**src/rtl/unified_mem_arbiter.sv**
```systemverilog
// Arbiter sharing one single-ported, fixed-latency memory between the CPU
// instruction-fetch port and its load/store port. Data accesses win over
// fetches, accesses are never preempted, and stalls hold the requester
// until its one-cycle valid pulse.
//
// state | meaning
// ------+---------------------------------------------------------------
// IDLE  | no access in flight; grant data request first, else fetch
// ACC_D | data access on the memory bus, counter runs MEM_LAT-1 .. 0
// ACC_I | fetch access on the memory bus, counter runs MEM_LAT-1 .. 0
// DONE  | one-cycle valid pulse for the finished access; no grant here
module unified_mem_arbiter #(
    parameter int ADDR_W  = 16,
    parameter int DATA_W  = 16,
    parameter int MEM_LAT = 4
) (
    input  logic              clk_i,
    input  logic              rst_n_i,
    input  logic              if_req_i,
    input  logic [ADDR_W-1:0] if_addr_i,
    output logic [DATA_W-1:0] if_rdata_o,
    output logic              if_valid_o,
    output logic              if_stall_o,
    input  logic              d_req_i,
    input  logic              d_wr_i,
    input  logic [ADDR_W-1:0] d_addr_i,
    input  logic [DATA_W-1:0] d_wdata_i,
    output logic [DATA_W-1:0] d_rdata_o,
    output logic              d_valid_o,
    output logic              d_stall_o,
    output logic              mem_en_o,
    output logic              mem_wr_o,
    output logic [ADDR_W-1:0] mem_addr_o,
    output logic [DATA_W-1:0] mem_wdata_o,
    input  logic [DATA_W-1:0] mem_rdata_i
);

    localparam int CNT_W = (MEM_LAT > 1) ? $clog2(MEM_LAT) : 1;
    localparam logic [CNT_W-1:0] CNT_LOAD = CNT_W'(MEM_LAT - 1);

    typedef enum logic [1:0] {
        IDLE  = 2'd0,
        ACC_D = 2'd1,
        ACC_I = 2'd2,
        DONE  = 2'd3
    } state_t;

    state_t            state_q, state_d;
    logic [CNT_W-1:0]  cnt_q, cnt_d;
    logic [ADDR_W-1:0] addr_q, addr_d;
    logic              wr_q, wr_d;
    logic [DATA_W-1:0] wdata_q, wdata_d;
    logic              sel_data_q, sel_data_d;   // finished access was a data access
    logic [DATA_W-1:0] if_rdata_q, if_rdata_d;
    logic [DATA_W-1:0] d_rdata_q, d_rdata_d;

    // State, latency counter, latched request and read-data registers.
    always_ff @(posedge clk_i) begin
        if (!rst_n_i) begin
            state_q    <= IDLE;
            cnt_q      <= '0;
            addr_q     <= '0;
            wr_q       <= 1'b0;
            wdata_q    <= '0;
            sel_data_q <= 1'b0;
            if_rdata_q <= '0;
            d_rdata_q  <= '0;
        end else begin
            state_q    <= state_d;
            cnt_q      <= cnt_d;
            addr_q     <= addr_d;
            wr_q       <= wr_d;
            wdata_q    <= wdata_d;
            sel_data_q <= sel_data_d;
            if_rdata_q <= if_rdata_d;
            d_rdata_q  <= d_rdata_d;
        end
    end

    // Grant, access sequencing and read-data capture on the last access cycle.
    always_comb begin
        state_d    = state_q;
        cnt_d      = cnt_q;
        addr_d     = addr_q;
        wr_d       = wr_q;
        wdata_d    = wdata_q;
        sel_data_d = sel_data_q;
        if_rdata_d = if_rdata_q;
        d_rdata_d  = d_rdata_q;
        unique case (state_q)
            IDLE: begin
                if (d_req_i) begin
                    state_d    = ACC_D;
                    addr_d     = d_addr_i;
                    wr_d       = d_wr_i;
                    wdata_d    = d_wdata_i;
                    sel_data_d = 1'b1;
                    cnt_d      = CNT_LOAD;
                end else if (if_req_i) begin
                    state_d    = ACC_I;
                    addr_d     = if_addr_i;
                    wr_d       = 1'b0;
                    sel_data_d = 1'b0;
                    cnt_d      = CNT_LOAD;
                end
            end
            ACC_D, ACC_I: begin
                if (cnt_q == '0) begin
                    state_d = DONE;
                    if (state_q == ACC_I) begin
                        if_rdata_d = mem_rdata_i;
                    end else if (!wr_q) begin
                        d_rdata_d = mem_rdata_i;
                    end
                end else begin
                    cnt_d = cnt_q - CNT_W'(1);
                end
            end
            DONE:    state_d = IDLE;
            default: state_d = IDLE;
        endcase
    end

    assign mem_en_o    = (state_q == ACC_D) || (state_q == ACC_I);
    assign mem_wr_o    = (state_q == ACC_D) && wr_q;
    assign mem_addr_o  = {addr_q[ADDR_W-1:1], 1'b0};
    assign mem_wdata_o = wdata_q;

    assign if_rdata_o  = if_rdata_q;
    assign d_rdata_o   = d_rdata_q;
    assign if_valid_o  = (state_q == DONE) && !sel_data_q;
    assign d_valid_o   = (state_q == DONE) && sel_data_q;

    // Stalls are forced low while reset is held so the CPU is not frozen by it.
    assign if_stall_o  = rst_n_i && if_req_i && !if_valid_o;
    assign d_stall_o   = rst_n_i && d_req_i && !d_valid_o;

endmodule

```
**config.mk**
```make
export PLATFORM = sky130hd
export DESIGN_NAME = unified_mem_arbiter
export DESIGN_NICKNAME = d
export VERILOG_FILES = /design/src/rtl/unified_mem_arbiter.sv
export SDC_FILE = /design/constraint.sdc
export NUM_CORES = 1
export LEC_CHECK = 0
export ABC_AREA = 1
export ABC_CLOCK_PERIOD_IN_PS = 1800
export BUFFER_PORTS_ARGS = -buffer_cell sky130_fd_sc_hd__buf_2
export CORE_AREA = 3 3 100 73
export CTS_CLUSTER_DIAMETER = 40
export CTS_CLUSTER_SIZE = 24
export DETAILED_ROUTE_END_ITERATION = 10
export DIE_AREA = 0 0 103 76
export GPL_TIMING_DRIVEN = 0
export PLACE_DENSITY = 0.78
export SLEW_MARGIN = 5
export SYNTH_ARGS = -nofsm -noshare
export SYNTH_HDL_FRONTEND = slang
export SYNTH_SLANG_ARGS = --single-unit
```
**constraint.sdc**
```tcl
create_clock -name clk_i -period 1.8 [get_ports clk_i]
set_input_delay 0.45 -clock clk_i [delete_from_list [all_inputs] [get_ports clk_i]]
set_output_delay 0.45 -clock clk_i [all_outputs]
set_load 0.05 [all_outputs]
```
# Word-level counts from Yosys, hierarchy flattened
# Index checks and enable logic that the tools add are counted.
dict set report totals {
  ff_bits 70
  in_bits 69
  output_inout_bits 70
}
dict set report classes {
  n_addsub 1
  eq_ne 6
  n_mux 13
  bitwise 2
  n_reduce_logical 22
}
# cell n
set ops {}
lappend ops {{$mux W16} 2}
lappend ops {{$mux W2} 6}
lappend ops {{$logic_and A1 B1 Y1} 7}
lappend ops {{$pmux W2 S3} 1}
lappend ops {{$reduce_and A2 Y1} 3}
lappend ops {{$reduce_and A3 Y1} 2}
lappend ops {{$eq A2 B2 Y1 const B} 2}
lappend ops {{$logic_not A2 Y1} 2}
lappend ops {{$ne A2 B2 Y1 const B} 2}
lappend ops {{$pmux W2 S2} 1}
lappend ops {{$reduce_and A4 Y1} 1}
lappend ops {{$reduce_bool A2 Y1} 2}
lappend ops {{$logic_not A1 Y1} 3}
lappend ops {{$mux W1} 3}
lappend ops {{$ne A3 B3 Y1 const B} 1}
lappend ops {{$eq A2 B1 Y1 const B} 1}
lappend ops {{$not A1 Y1} 2}
lappend ops {{$reduce_or A2 Y1} 1}
lappend ops {{$sub A2 B1 Y2 const B} 1}
lappend ops {{$logic_or A1 B1 Y1} 1}

# Logic depth before layout (Yosys ltp)
# Gate-level depths: netlist of the first run.
dict set report depth {
  word_depth 4
  mapped_depth 9
  mapped_depth_nobuf 8
}

# Least setup slack after synthesis of the first run
# Ideal clock, no wire load.
dict set report synth_timing {
  kind {input -> output}
  from {input d_req_i}
  to {output d_stall_o}
  t_arrival_ns 1.941
  required_ns 1.350
  slack_ns -0.591
  stages 4
  path_cell_list {buf_4 -> inv_2 -> buf_2 -> nor3_1}
}
dict set report synth_via {
  elab_chain_len 2
}
# item line
set synth_rtl {}
lappend synth_rtl {{start, declared} 24} ;# input logic d_req_i,
lappend synth_rtl {{$logic_and A1 B1 Y1 (2 in a row)} 136} ;# assign d_stall_o = rst_n_i && d_req_i && !d_valid_o;
lappend synth_rtl {{end, declared} 30} ;# output logic d_stall_o,
# No other way between the ends.

# Worst setup path after layout of the first run
dict set report layout_timing {
  from {register state_q[0]}
  to {output d_stall_o}
}
dict set report layout_via {
  elab_chain_len 4
}
# item line
set layout_rtl {}
lappend layout_rtl {{start, declared} 48} ;# state_t state_q, state_d;
lappend layout_rtl {{start signal, assigned} 69} ;# state_q <= state_d;
lappend layout_rtl {{$eq A2 B2 Y1} 132} ;# assign d_valid_o = (state_q == DONE) && sel_data_q;
lappend layout_rtl {{$logic_and A1 B1 Y1} 132}
lappend layout_rtl {{$logic_not A1 Y1} 136}
lappend layout_rtl {{$logic_and A1 B1 Y1} 136}
# No other way between the ends.

==> metrics.txt, run 1 <==
worst path required time=1.35 ns; WS Path Type=reg -> out; die span in x=between 100 and 150 um; Internal=4.22 mW; total of warnings raised by yosys=0; RSZ-0062 raised after global routing=yes; ant diodes=0; commonest non-fill, non-tap cell in the layout=buf_2; Fin Hold WS=roughly 0.36 ns; Synth Cell Area=between 2000 and 3000 sq um; sequential power share=between 20 and 30%; Final setup viols=0; most area-consuming cells after synthesis=dfxtp_1 (47%), nor2_1 (15%), nand2_1 (12%); Total Routing Usage GR=between 20 and 25%; Clk pwr share=18.5%; sequential area share after synthesis=47.0%; Filler cells=between 500 and 600; Starting DRT DRC Count=99; Yosys top cell area share=47.0%; Vias=approximately 3100; row cnt=24; Starting Density=a little under half; Area Overhead vs Synth=37.1%; clk sinks=69; Final Hold Viols=0; wire per inst=around 13 um; Worst Path Arrival=roughly 1.3 ns; GR Overflow Total=0; DRT antenna net count=0; FF+latch count, synth=just under 70; DR vias/cell=roughly 4.7; pin count of the biggest net entering global routing=13; status=completed; P_leak=2.15 nW; port bufs=between 100 and 150; DP Area=~3700 sq um; clk_lat worst skew=roughly 0.34 ns; CTS Buf Count=9; die height=76 um; f_max=0.568 GHz; Logic pwr share=a little over half; Power Dens Cells=2070 nW/um^2; min-delay worst type=in -> reg; Synth Instances=420; RD Place Congestion=between 0.8 and 0.9; die area=~7800 sq um; TritonRoute pass-1 iters=8; switching share of power=between 40% and 50%; Switch Pwr=around 4.1 mW; max_cap viols=0; pins over their slew limit=0; IO Count=139; most frequent cells in the layout=buf_2 (133), nor2_1 (120), nand2_1 (90); clk slew on worst S/H paths=roughly 0.08 ns; design area=roughly 4000 sq um; crit path capture type=output pin; via count of the first global-routing pass=around 2700; CTS tree=done; root buffer cell=clkbuf_8; initial antenna violation count=0; total power=8.34 mW; Distinct cells, synth=23; Max VDD drop=1010 uV; Post-CTS Hold Fix Bufs=0; CP Launch Type=flip-flop; H-tree depth=3; CTS Buffer Depth=2; Synth area leader=dfxtp_1; share of layout cells above drive strength 1=a little under a third; syn_nets=495; Total Routed Length=just over 8 mm; Period minus WS final=1.76 ns; clock skew=about 0.0061 ns; Syn Area/Cell=between 6 and 7 sq um; core area=roughly 6300 sq um; Layout Nets=640; first-pass GRT wire length=roughly 13 mm; DRC Markers=0; hpwl dp=approximately 6.4 mm; Crit Path Max Fanout=3; Final Cycle Share=slightly below 100%
## flip-flops by register name, summed over array words and instances, names as in the netlist
register / cells
addr_q: 15
cnt_q: 2
d_rdata_o: 16
if_rdata_o: 16
mem_wdata_o: 16
sel_data_q: 1
state_q: 2
wr_q: 1
## final cells by class
type	instances	area (sq um)	share of cell area [%]
repair buffers	135	698	17.3
multi-input cells	298	1350	33.4
clock buffers	10	138	3.42
inverters	32	128	3.17
flip-flops and latches	69	1390	34.4
well taps	78	97.6	2.42
plain buffers	20	125	3.11
clock inverters	6	110	2.73
## through the flow
step | utilization, % | worst slack (ns) | TNS [ns] | cells
finish | 63.9 | 0.0407 | 0 | 648
detailed placement | 58.9 | -0.0257 | -0.0257 | 631
global route | 63.9 | -0.0180 | -0.0240 | 648
CTS | 63.3 | 0.0103 | 0 | 647
floorplan | - | -0.172 | -0.172 | 420
global placement | 58.9 | -0.0374 | -0.0374 | 631
## per-layer routing
| metal | GRT usage, % | share of wire (%) | vias to the layer above |
|---|---|---|---|
| met5 | 0 | 0 | - |
| met4 | 7.37 | 1.9 | 0 |
| met3 | 5.76 | 5.9 | 13 |
| met2 | 32.7 | 46 | 103 |
| met1 | 26.5 | 46 | 1368 |
| li1 | - | - | 1582 |
## cells by family (layout without fill, tap and decap cells)
kind of cell	count (synthesis)	in the layout	synth area share, %
and+or+nand+nor	236	236	32.0
DFF	69	69	47.0
AOI/OAI and AO/OA	55	55	9.50
buffers and inverters	53	203	8.77
adders and majority gates	6	6	2.56
other	1	1	0.128
## worst max-delay path, stage by stage (launching register included)
cell     delay, ns
dfxtp_4       0.36
ha_4          0.16
nand2_2       0.06
inv_2         0.05
nor3_4        0.16
buf_6         0.18
## power by group through the flow
stage	registers (mW)	logic, mW	clock network (mW)
after floorplan	3.76	1.90	0
after global placement	2.27	4.25	0
after detailed placement	2.29	4.33	0
after CTS	2.27	4.45	1.56
after global routing	2.35	4.88	1.65
final	2.29	4.51	1.54
## cells in the mapped netlist (all sizes together)
cell type	count
a21oi	4
buf	13
clkbuf	8
clkinv	2
conb	1
dfxtp	69
ha	6
inv	30
nand2	94
nand3	2
nor2	122
nor3	18
o21ai	51
## final timing paths
kind                                             startpoint                           to  slack (ns)  cells past startpoint
worst max-delay path                state_q[0]$_SDFFE_PN0P_                    d_stall_o        0.04                      5
worst min-delay path                        mem_rdata_i[11]  if_rdata_o[11]$_SDFFE_PN0P_        0.36                      3
worst max register to register      state_q[0]$_SDFFE_PN0P_    d_rdata_o[7]$_SDFFE_PN0P_        0.11                     10
worst min register to register  mem_wdata_o[7]$_SDFFE_PN0P_  mem_wdata_o[7]$_SDFFE_PN0P_        0.48                      2
## timing repair
item,4_1_cts,5_1_grt
hold endpoints to repair,0,0
resized for setup,8,8
buffers inserted,0,2
endpoints found under the setup margin,4,5
pin swaps,0,3
No activity file was read; power rests on OpenSTA's default activity.
==> inputs of run 2 (changes only) <==
CORE_AREA = 2 2 99 72   (was 3 3 100 73)
DIE_AREA = 0 0 101 74   (was 0 0 103 76)
==> metrics.txt, run 2 (synthesized netlist as in run 1, its figures left out) <==
design area=4040 sq um (+0.25%); DR vias/cell=4.66 (-1.5%); WS Path Type=reg -> out; Worst Path Arrival=1.30 ns (about the same); min-delay worst type=in -> reg; commonest non-fill, non-tap cell in the layout=buf_2; worst path required time=1.35 ns (about the same); GR Overflow Total=0 (unchanged); M2 GR Usage=36.1% (+3.4 points); crit path to=d_stall_o; CTS Buf Count=9 (unchanged); clk_lat worst skew=0.34 ns (about the same); WHS Path Cells=3 (unchanged); Starting Density=44.7% (-1.9 points); wire per inst=12.2 um (-4.7%); pin count of the biggest net entering global routing=13 (unchanged); RD Place Congestion=0.825 (-3.7%); clk slew on worst S/H paths=0.08 ns (about the same); pins over their slew limit=0 (unchanged); Total Routing Usage GR=21.0% (+0.45 points); CTS Buffer Depth=2 (unchanged); die area=7470 sq um (-4.5%); CP Launch Type=flip-flop; setup tns final=0 ns (unchanged); worst r2r src=state_q[0]$_SDFFE_PN0P_; most frequent cells in the layout=buf_2 (131), nor2_1 (120), nand2_1 (90); max_cap viols=0 (unchanged); P_leak=2.15 nW (about the same); Layout Nets=638 (-0.31%); Crit Path Max Fanout=3 (unchanged); DRC Markers=0 (unchanged); Final setup viols=0 (unchanged); TritonRoute pass-1 iters=4 (-4); share of layout cells above drive strength 1=32.0% (+0.11 points); Starting DRT DRC Count=128 (+29%); GRT met3 Usage=6.20% (+0.44 points); core area=6570 sq um (+4.2%); GR Layer Usage met1=25.8% (-0.67 points); fin util=61.5% (-2.4 points); DP Area=3720 sq um (+0.10%); root buffer cell=clkbuf_8; IO Count=139 (unchanged); CTS tree=done; Max VDD drop=832 uV (-17%); Fin Hold WS=0.362 ns (-0.000777 ns); Total Routed Length=7.89 mm (-4.5%); R2R depth=9 (-1); Slowest-stage cell, CP=dfxtp_4; Period minus WS final=1.75 ns (-0.00791 ns); clk sinks=69 (unchanged); placed cell count=634 (+0.48%); port bufs=133 (unchanged); f_max=0.571 GHz (+0.45%); total power=8.31 mW (-0.35%); initial antenna violation count=0 (unchanged); Final Cycle Share=97.3% (-0.44 points); worst path cell trace=ha_4 -> nand2_2 -> inv_2 -> nor3_2 -> buf_6; clock skew=0.00848 ns (+0.00241 ns); post-CTS setup buffer count=0 (unchanged); Power Dens Cells=2060 nW/um^2 (-0.60%); Critical path origin=state_q[1]$_SDFFE_PN0P_; setup slack, reg-to-reg=0.27 ns (+0.16 ns); Post-CTS Hold Fix Bufs=0 (unchanged); Area Overhead vs Synth=37.4%; Filler cells=617 (+8.6%); crit path capture type=output pin; die height=74 um (-2.6%); Final Hold Viols=0 (unchanged); ant diodes=0 (unchanged); setup ws final=0.0486 ns (+0.00791 ns); DRT antenna net count=0 (unchanged); hpwl dp=6.13 mm (-3.8%); busiest grt layer=met2; H-tree depth=3 (unchanged); crit-path max cell delay=0.36 ns (about the same); RSZ-0062 raised after global routing=yes; die span in x=101 um (-1.9%); row cnt=25 (+4.2%); Vias=3024 (-1.4%); first-pass GRT wire length=12.3 mm (-4.4%); via count of the first global-routing pass=2626 (-4.1%); FF-to-FF End=d_rdata_o[11]$_SDFFE_PN0P_; status=completed; worst slack, placed=-0.0692 ns (-0.0436 ns); Final Instance Count excl. Fillers=649 (+0.15%)
[run 2: critical path: cells and delay by family (launching register included)]
family	cells	cell delay (ns)
adder cells (fa/ha/maj)	1	0.16
buffers and inverters	2	0.22
flip-flops	1	0.36
AND/OR/NAND/NOR	2	0.22
[run 2: worst min path at each step]
stage                                          from                         to  slack (ns)
after detailed placement  d_rdata_o[1]$_SDFFE_PN0P_  d_rdata_o[1]$_SDFFE_PN0P_        0.47
after global routing                 mem_rdata_i[9]  d_rdata_o[9]$_SDFFE_PN0P_        0.37
after floorplan               cnt_q[0]$_SDFFE_PN0P_      cnt_q[0]$_SDFFE_PN0P_        0.44
after global placement        cnt_q[0]$_SDFFE_PN0P_      cnt_q[0]$_SDFFE_PN0P_        0.45
final                                mem_rdata_i[6]  d_rdata_o[6]$_SDFFE_PN0P_        0.36
after CTS                                    d_wr_i          wr_q$_SDFFE_PN0P_        0.35
[run 2: where the power goes]
| group | leakage, nW | switching [mW] | internal (mW) |
|---|---|---|---|
| combinational | 1.45 | 3.25 | 1.20 |
| clock | 0.126 | 0.574 | 0.998 |
| sequential | 0.568 | 0.260 | 2.03 |
[run 2: final cells by class]
class | count | area [sq um] | share of cell area (%)
Inverter | 32 | 128 | 3.16
Sequential cell | 69 | 1390 | 34.3
Buffer | 20 | 125 | 3.10
Timing Repair Buffer | 133 | 696 | 17.2
Multi-Input combinational cell | 298 | 1340 | 33.3
Clock inverter | 5 | 106 | 2.63
Clock buffer | 11 | 151 | 3.75
Tap cell | 81 | 101 | 2.51
[run 2: routing by layer]
| metal | wire length (um) | vias up | share of wire, % |
|---|---|---|---|
| met4 | 99 | 0 | 1.3 |
| li1 | - | 1590 | - |
| met3 | 477 | 8 | 6.0 |
| met1 | 3590 | 1337 | 46 |
| met5 | 0 | - | 0 |
| met2 | 3720 | 89 | 47 |
[run 2: repair_timing]
action / CTS / global route
gates resized for setup: 9 / 13
pin swaps: 0 / 1
endpoints found under the setup margin: 4 / 6
hold endpoints to repair: 0 / 0
